### src/rtl/bin_to_bcd_pkg.sv
// Shared widths, limits and FSM state encoding for the sequential
// binary-to-BCD converter.
package bin_to_bcd_pkg;

  localparam int BIN_W      = 14;
  localparam int BCD_DIGITS = 4;
  localparam int ACC_DIGITS = 5;
  localparam int MAX_DISP   = 9999;

  localparam int BCD_W = 4 * BCD_DIGITS;
  localparam int ACC_W = 4 * ACC_DIGITS;
  localparam int CNT_W = 4;

  // Counter value loaded on accept; SHIFT runs from here down to 0.
  localparam logic [CNT_W-1:0] LAST_BIT = CNT_W'(BIN_W - 1);

  typedef enum logic [1:0] {
    S_IDLE  = 2'd0,
    S_SHIFT = 2'd1,
    S_DONE  = 2'd2
  } state_e;

endpackage

### src/rtl/bcd_add3.sv
// Double-dabble digit correction: add 3 to a BCD digit of 5 or more so
// that the following left shift carries correctly into the next digit.
module bcd_add3 (
  input  logic [3:0] din,
  output logic [3:0] dout
);

  always_comb begin
    dout = (din >= 4'd5) ? din + 4'd3 : din;
  end

endmodule

### src/rtl/bin_to_bcd_seq.sv
// Sequential 14-bit binary to 4-digit BCD converter (shift-and-add-3).
// Optional build macro BIN_TO_BCD_SAT_EN saturates bcd to 9999 on overflow.
module bin_to_bcd_seq
  import bin_to_bcd_pkg::*;
(
  input  logic             clk,
  input  logic             reset,
  input  logic             in_valid,
  input  logic [BIN_W-1:0] bin,
  output logic             in_ready,
  output logic             out_valid,
  output logic [BCD_W-1:0] bcd,
  output logic             ovf
);

  localparam logic [1:0] ST_IDLE  = S_IDLE;
  localparam logic [1:0] ST_SHIFT = S_SHIFT;
  localparam logic [1:0] ST_DONE  = S_DONE;

  logic [1:0]       state;
  logic [CNT_W-1:0] cnt;
  logic [BIN_W-1:0] sreg;
  logic [ACC_W-1:0] acc;

  logic [ACC_W-1:0] acc_adj;
  logic [ACC_W-1:0] acc_nxt;
  logic [BIN_W-1:0] sreg_nxt;
  logic             ovf_nxt;
  logic [BCD_W-1:0] bcd_nxt;

  for (genvar g = 0; g < ACC_DIGITS; g++) begin : g_add3
    bcd_add3 u_add3 (
      .din  (acc[4*g +: 4]),
      .dout (acc_adj[4*g +: 4])
    );
  end

  assign {acc_nxt, sreg_nxt} = {acc_adj, sreg} << 1;

  // acc_nxt is the finished accumulator when the counter reaches 0.
  always_comb begin
    ovf_nxt = (acc_nxt[ACC_W-1 -: 4] != 4'd0);
`ifdef BIN_TO_BCD_SAT_EN
    bcd_nxt = ovf_nxt ? 16'h9999 : acc_nxt[BCD_W-1:0];
`else
    bcd_nxt = acc_nxt[BCD_W-1:0];
`endif
  end

  assign in_ready = (state == ST_IDLE);

  // NOTE: all state below uses non-blocking assignments so every register
  // samples pre-edge values, regardless of statement order.
  always_ff @(posedge clk) begin
    if (reset) begin
      state     <= ST_IDLE;
      cnt       <= '0;
      sreg      <= '0;
      acc       <= '0;
      bcd       <= '0;
      ovf       <= 1'b0;
      out_valid <= 1'b0;
    end else begin
      out_valid <= 1'b0;
      case (state)
        ST_IDLE: begin
          if (in_valid) begin
            sreg  <= bin;
            acc   <= '0;
            cnt   <= LAST_BIT;
            state <= ST_SHIFT;
          end
        end
        ST_SHIFT: begin
          acc  <= acc_nxt;
          sreg <= sreg_nxt;
          if (cnt == '0) begin
            // Result and pulse land together, so out_valid coincides with DONE.
            bcd       <= bcd_nxt;
            ovf       <= ovf_nxt;
            out_valid <= 1'b1;
            state     <= ST_DONE;
          end else begin
            cnt <= cnt - 1'b1;
          end
        end
        ST_DONE: state <= ST_IDLE;
        default: state <= ST_IDLE;
      endcase
    end
  end

endmodule
### config.mk
export PLATFORM = sky130hd
export DESIGN_NAME = bin_to_bcd_seq
export DESIGN_NICKNAME = d
export VERILOG_FILES = /design/src/rtl/bin_to_bcd_pkg.sv /design/src/rtl/bcd_add3.sv /design/src/rtl/bin_to_bcd_seq.sv
export SDC_FILE = /design/constraint.sdc
export NUM_CORES = 1
export LEC_CHECK = 0
export BUFFER_PORTS_ARGS = -buffer_cell sky130_fd_sc_hd__buf_2
export CAP_MARGIN = 10
export CORE_ASPECT_RATIO = 0.7
export CORE_MARGIN = 2
export CORE_UTILIZATION = 51
export DETAILED_ROUTE_END_ITERATION = 8
export PLACE_DENSITY_LB_ADDON = 0.08
export SYNTH_ARGS = -nofsm -noshare
export SYNTH_HDL_FRONTEND = slang
export SYNTH_SLANG_ARGS = --single-unit
### constraint.sdc
create_clock -name clk -period 2.5 [get_ports clk]
set_clock_uncertainty 0.2 [all_clocks]
set_input_delay 0.375 -clock clk [delete_from_list [all_inputs] [get_ports clk]]
set_output_delay 0.375 -clock clk [all_outputs]
set_load 0.01 [all_outputs]
### Word level (Yosys, flattened, before mapping)

Cells that the tools add are included.

| operators by class | value |
|---|---|
| magnitude comparators | 5 |
| add/subtract/negate cells | 6 |
| bitwise logic cells | 1 |
| reductions and logical operators | 9 |
| equality and inequality tests | 4 |
| mux-type cells | 16 |

Operator list:

| kind | count |
|---|---|
| one-hot mux 20 bit (2 select lines) | 1 |
| one-hot mux 14 bit (2 select lines) | 1 |
| two-way mux 4 bit | 6 |
| greater-or-equal comparator 4 x 3 -> 1 bit (second input constant) | 5 |
| two-way mux 20 bit | 1 |
| adder 4 x 2 -> 4 bit (second input constant) | 4 |
| two-way mux 14 bit | 1 |
| one-hot mux 4 bit (2 select lines) | 1 |
| != test 2 bit (second input constant) | 3 |
| AND reduction 2 bit | 3 |
| logical NOT 4 bit | 1 |
| two-way mux 2 bit | 2 |
| one-hot mux 2 bit (2 select lines) | 1 |
| nonzero test 4 bit | 1 |
| subtractor 4 x 1 -> 4 bit (second input constant) | 1 |
| adder 3 x 2 -> 3 bit (second input constant) | 1 |
| two-way mux 3 bit | 1 |
| AND reduction 3 bit | 1 |
| == test 2 x 1 -> 1 bit (second input constant) | 1 |
| logical NOT 2 bit | 1 |
| nonzero test 2 bit | 1 |
| OR reduction 2 bit | 1 |
| two-way mux 1 bit | 1 |
| NOT 1 bit | 1 |

| word-level totals | value |
|---|---|
| output and inout port bits | 19 |
| bits in registers | 58 |
| logic and storage cells | 48 |
| input port bits | 17 |

### Longest topological paths before layout

| logic depth | value |
|---|---|
| depth in word-level cells | 3 |
| depth in mapped cells | 7 |
| mapped depth without buffers | 6 |

### Hierarchy

Synthesis repeated with hierarchy kept, for this count alone.

| unflattened totals | value |
|---|---|
| cell total of the unflattened synthesis | 298 |
| area total of the unflattened synthesis | 2611.3 um^2 |

Modules (own cells, without submodules):

| module | area each (um^2) | cells an instance | instances |
|---|---|---|---|
| bin_to_bcd_seq | 2104.5 | 218 | 1 |
| bcd_add3 | 101.3 | 16 | 5 |

### Worst setup path before layout

No wires, ideal clock.

| timing | value |
|---|---|
| path kind | reg-to-reg |
| start | register cnt[0] |
| end | register bcd[13] |
| clock period less this slack | 1.732 ns |
| library setup time | 0.067 ns |
| path slack | 0.768 ns |
| arrival time | 1.465 ns |
| path buffers | 1 |
| stages on the path, launching flop included | 7 |
| required time | 2.233 ns |
| cells stage by stage | dfxtp_1 -> inv_1 -> ha_1 -> or3b_1 -> or3_1 -> buf_6 -> o21ai_2 |

| on the way | value |
|---|---|
| longest elaborated chain between the ends | 2 |

RTL lines:

| item | line | text |
|---|---|---|
| start: declaration | bin_to_bcd_seq.sv:21 | `logic [CNT_W-1:0] cnt;` |
| start signal: assignment | bin_to_bcd_seq.sv:84 | `cnt <= cnt - 1'b1;` |
| logical NOT 4 bit | bin_to_bcd_seq.sv:77 | `if (cnt == '0) begin` |
| AND reduction 2 bit (no line) | n/a |  |
| end signal: assignment | bin_to_bcd_seq.sv:79 | `bcd <= bcd_nxt;` |
| end: declaration | bin_to_bcd_seq.sv:12 | `output logic [BCD_W-1:0] bcd,` |

No other way between the ends.
A chain may end at the register's enable or synchronous reset.

### Final worst setup path

| timing | value |
|---|---|
| start | register cnt[0] |
| end | register bcd[6] |

Same word-level chain as after synthesis.

==> metrics.md <==
| Metric | Value |
|---|---|
| Total grt overflow | `0` |
| # rows | `22` |
| Drt wl/cell | `13.92 µm` |
| Net Sw Power | `0.0005896 W` |
| Reg clk slew, reported paths | `0.06 ns` |
| Post-Route WL | `6375 µm` |
| FMAX | `482.0 MHz` |
| Via count | `2422` |
| Clk sinks | `58` |
| Critical Path RT | `2.56 ns` |
| Outcome | `finished clean` |
| Fillcell total | `493` |
| Antenna violations before repair | `0` |
| Hold slack | `0.03271 ns` |
| First-pass GRT wire length | `10590 µm` |
| Flops & latches, synth | `58` |
| Initial Utilization | `53.43%` |
| First drt pass iteration count | `4` |
| Worst path bufs/invs | `1` |
| Post-CTS setup buffer count | `0` |
| Cell family with most CP delay | `simple AND/OR/NAND/NOR gates` |
| Crit Path Max Fanout | `10` |
| FF+latch area | `1161 µm²` |
| Number of CTS-inserted buffers | `9` |
| Synthesized Nets | `374` |
| Non-Filler Instances | `458` |
| Routability Congestion | `0.8119` |
| Area Growth Syn to Fin | `15.06%` |
| Share of cells above drive strength 1 | `19.43%` |
| Reg power frac | `47.4%` |
| Clk_lat worst skew | `0.33 ns` |
| Die width | `92.94 µm` |
| Slowest cell on crit path | `or3_1` |
| I/O Buffers | `35` |
| Commonest non-fill, non-tap cell in the layout | `dfxtp_1` |
| Critical path type | `reg2reg` |
| Die Ht | `66.26 µm` |
| Worst slew pin tran | `0.6034 ns` |
| Die area | `6158 µm²` |
| CTS tree | `done` |
| Number of global-route vias before repair | `2250` |
| HPWL Detailed | `4098 µm` |
| Worst min path class | `in2reg` |
| Maximum clock path buffer count | `2` |
| Arr. time, crit path | `2.14 ns` |
| Placed cell areas | `3067 µm²` |
| Worst setup EP type | `register` |
| Final Cycle Share | `82.98%` |
| Synth warnings | `0` |
| Starting DRT DRC Count | `164` |
| Logic gate share of total power | `16.3%` |
| Pwr dens | `661.1 nW/µm²` |
| Worst slew margin | `59.78%` |
| Post-CTS sizing | `0` |
| Pins Over Slew Limit | `0` |
| Critical path launch point type | `register` |
| Footprint of the multi-input gates | `1501 µm²` |
| Peak supply drop | `464.3 µV` |
| Clk pwr share | `36.3%` |
| # hold bufs at CTS | `0` |
| Gr usage total | `22.49%` |
| CTS Root Cell | `clkbuf_8` |
| Max cap viols | `0` |
| Final net count | `409` |
| Largest net degree at the start of global routing | `56` |
| Crit-path max cell delay | `0.59 ns` |
| Drt drc | `0` |
| Final Hold Fails | `0` |
| Antenna viol nets, final | `0` |
| Internal power | `0.001559 W` |
| Final Cell Area | `3249 µm²` |
| Synth unique cells | `34` |
| Post-Route Setup TNS | `0 ns` |
| Post-Syn Area per Cell | `8.162 µm²` |
| H-tree Lvls | `3` |
| Seq/Total Area, Yosys | `41.12%` |
| Leakage | `1.303 nW` |
| Vias per inst | `5.288` |
| Synth Instances | `346` |
| Antenna cells | `0` |
| Sw Ratio | `27.44%` |
| CORE AREA | `5285 µm²` |
| Io pins | `36` |
| Min Tclk post-route | `2.075 ns` |
| Most frequent cells in the layout | `58 x dfxtp_1, 53 x nor2_1, 35 x buf_2` |
| Final setup fails | `0` |
| Post-Place Cells | `442` |
| Unrepaired setup endpoints after global routing | `no` |
| Mapped cell area | `2824 µm²` |
| Critical Path, Cell by Cell | `inv_1 -> ha_1 -> or3b_1 -> or3_1 -> o21ai_2` |
[layout make-up]
cell class,instances,area share [%]
Multi-Input combinational cell,250,46.21
Sequential cell,58,35.73
Timing Repair Buffer,45,7.701
Clock buffer,14,5.314
Tap cell,72,2.772
Inverter,17,1.964
Clock inverter,2,0.3080
[synthesized netlist by cell type (all sizes together)]
cell type  count  area share (%)
nor4           1            0.22
nand3          4            0.71
xnor2          5             1.6
or3            2            0.44
inv           17             2.3
nor2          54             7.3
buf           10             2.0
or3b           1            0.31
clkbuf        11             1.5
mux2           5             2.0
dfxtp         58              41
nand2b         8             1.8
o21ai         29             6.3
nor3b          9             2.4
nand3b        14             3.7
o221a          1            0.40
nand2         11             1.5
a21oi         33             5.8
nor3          28             5.0
nor2b         13             2.9
a311oi         2            0.62
a22oi          2            0.53
o32a           1            0.35
mux2i          2            0.71
a32oi          1            0.31
o32ai          5             1.6
a211oi         4             1.1
and2           4            0.89
ha            11             4.9
[stage by stage]
step | setup WS, ns | total power [W] | utilization, %
2_1_floorplan | 0.7679 | 0.001278 | -
3_3_place_gp | 0.5309 | 0.001380 | 58.03
3_5_place_dp | 0.4464 | 0.001385 | 58.03
4_1_cts | 0.4303 | 0.002174 | 61.48
5_1_grt | 0.3319 | 0.002267 | 61.48
6_report | 0.4254 | 0.002148 | 61.48
[registers in the layout, indices dropped and copies added, names as in the netlist]
signal	count
state	2
bcd	16
acc	20
cnt	4
out_valid	1
ovf	1
sreg	14
[path summary, 6_finish.rpt]
| path | startpoint | end | slack [ns] | cells after the start |
|---|---|---|---|---|
| min | reset | acc[12] | 0.03 | 2 |
| max | cnt[0] | bcd[6] | 0.43 | 5 |
| min reg2reg | bcd[0] | bcd[0] | 0.26 | 2 |
| max reg2reg | cnt[0] | bcd[6] | 0.43 | 5 |
[power by group through the flow]
stage	sequential [W]	combinational, W	clock, W
after CTS	0.00102	0.000350	0.000806
after detailed placement	0.00104	0.000347	0
final	0.00102	0.000350	0.000780
after global routing	0.00102	0.000397	0.000845
after global placement	0.00104	0.000343	0
after floorplan	0.00104	0.000239	0
[cells by family (layout without fill, tap and decap cells)]
group,after synthesis,in the layout,synth area share (%)
xor gates and xnor gates,5,5,1.551
AOI/OAI and AO/OA,78,78,17.01
buffers and inverters,38,78,5.716
adders and majority gates,11,11,4.874
muxes,7,7,2.703
DFF,58,58,41.12
and+or+nand+nor,149,149,27.03
[routing by layer]
layer | global-route usage [%] | vias up | share of wire [%]
met2 | 35.87 | 40 | 45
met3 | 6.842 | 2 | 4.3
met1 | 28.72 | 1120 | 50
met5 | 0 | - | 0
met4 | 8.640 | 0 | 0.25
li1 | - | 1260 | -
Power figures use the tool's default switching activity.
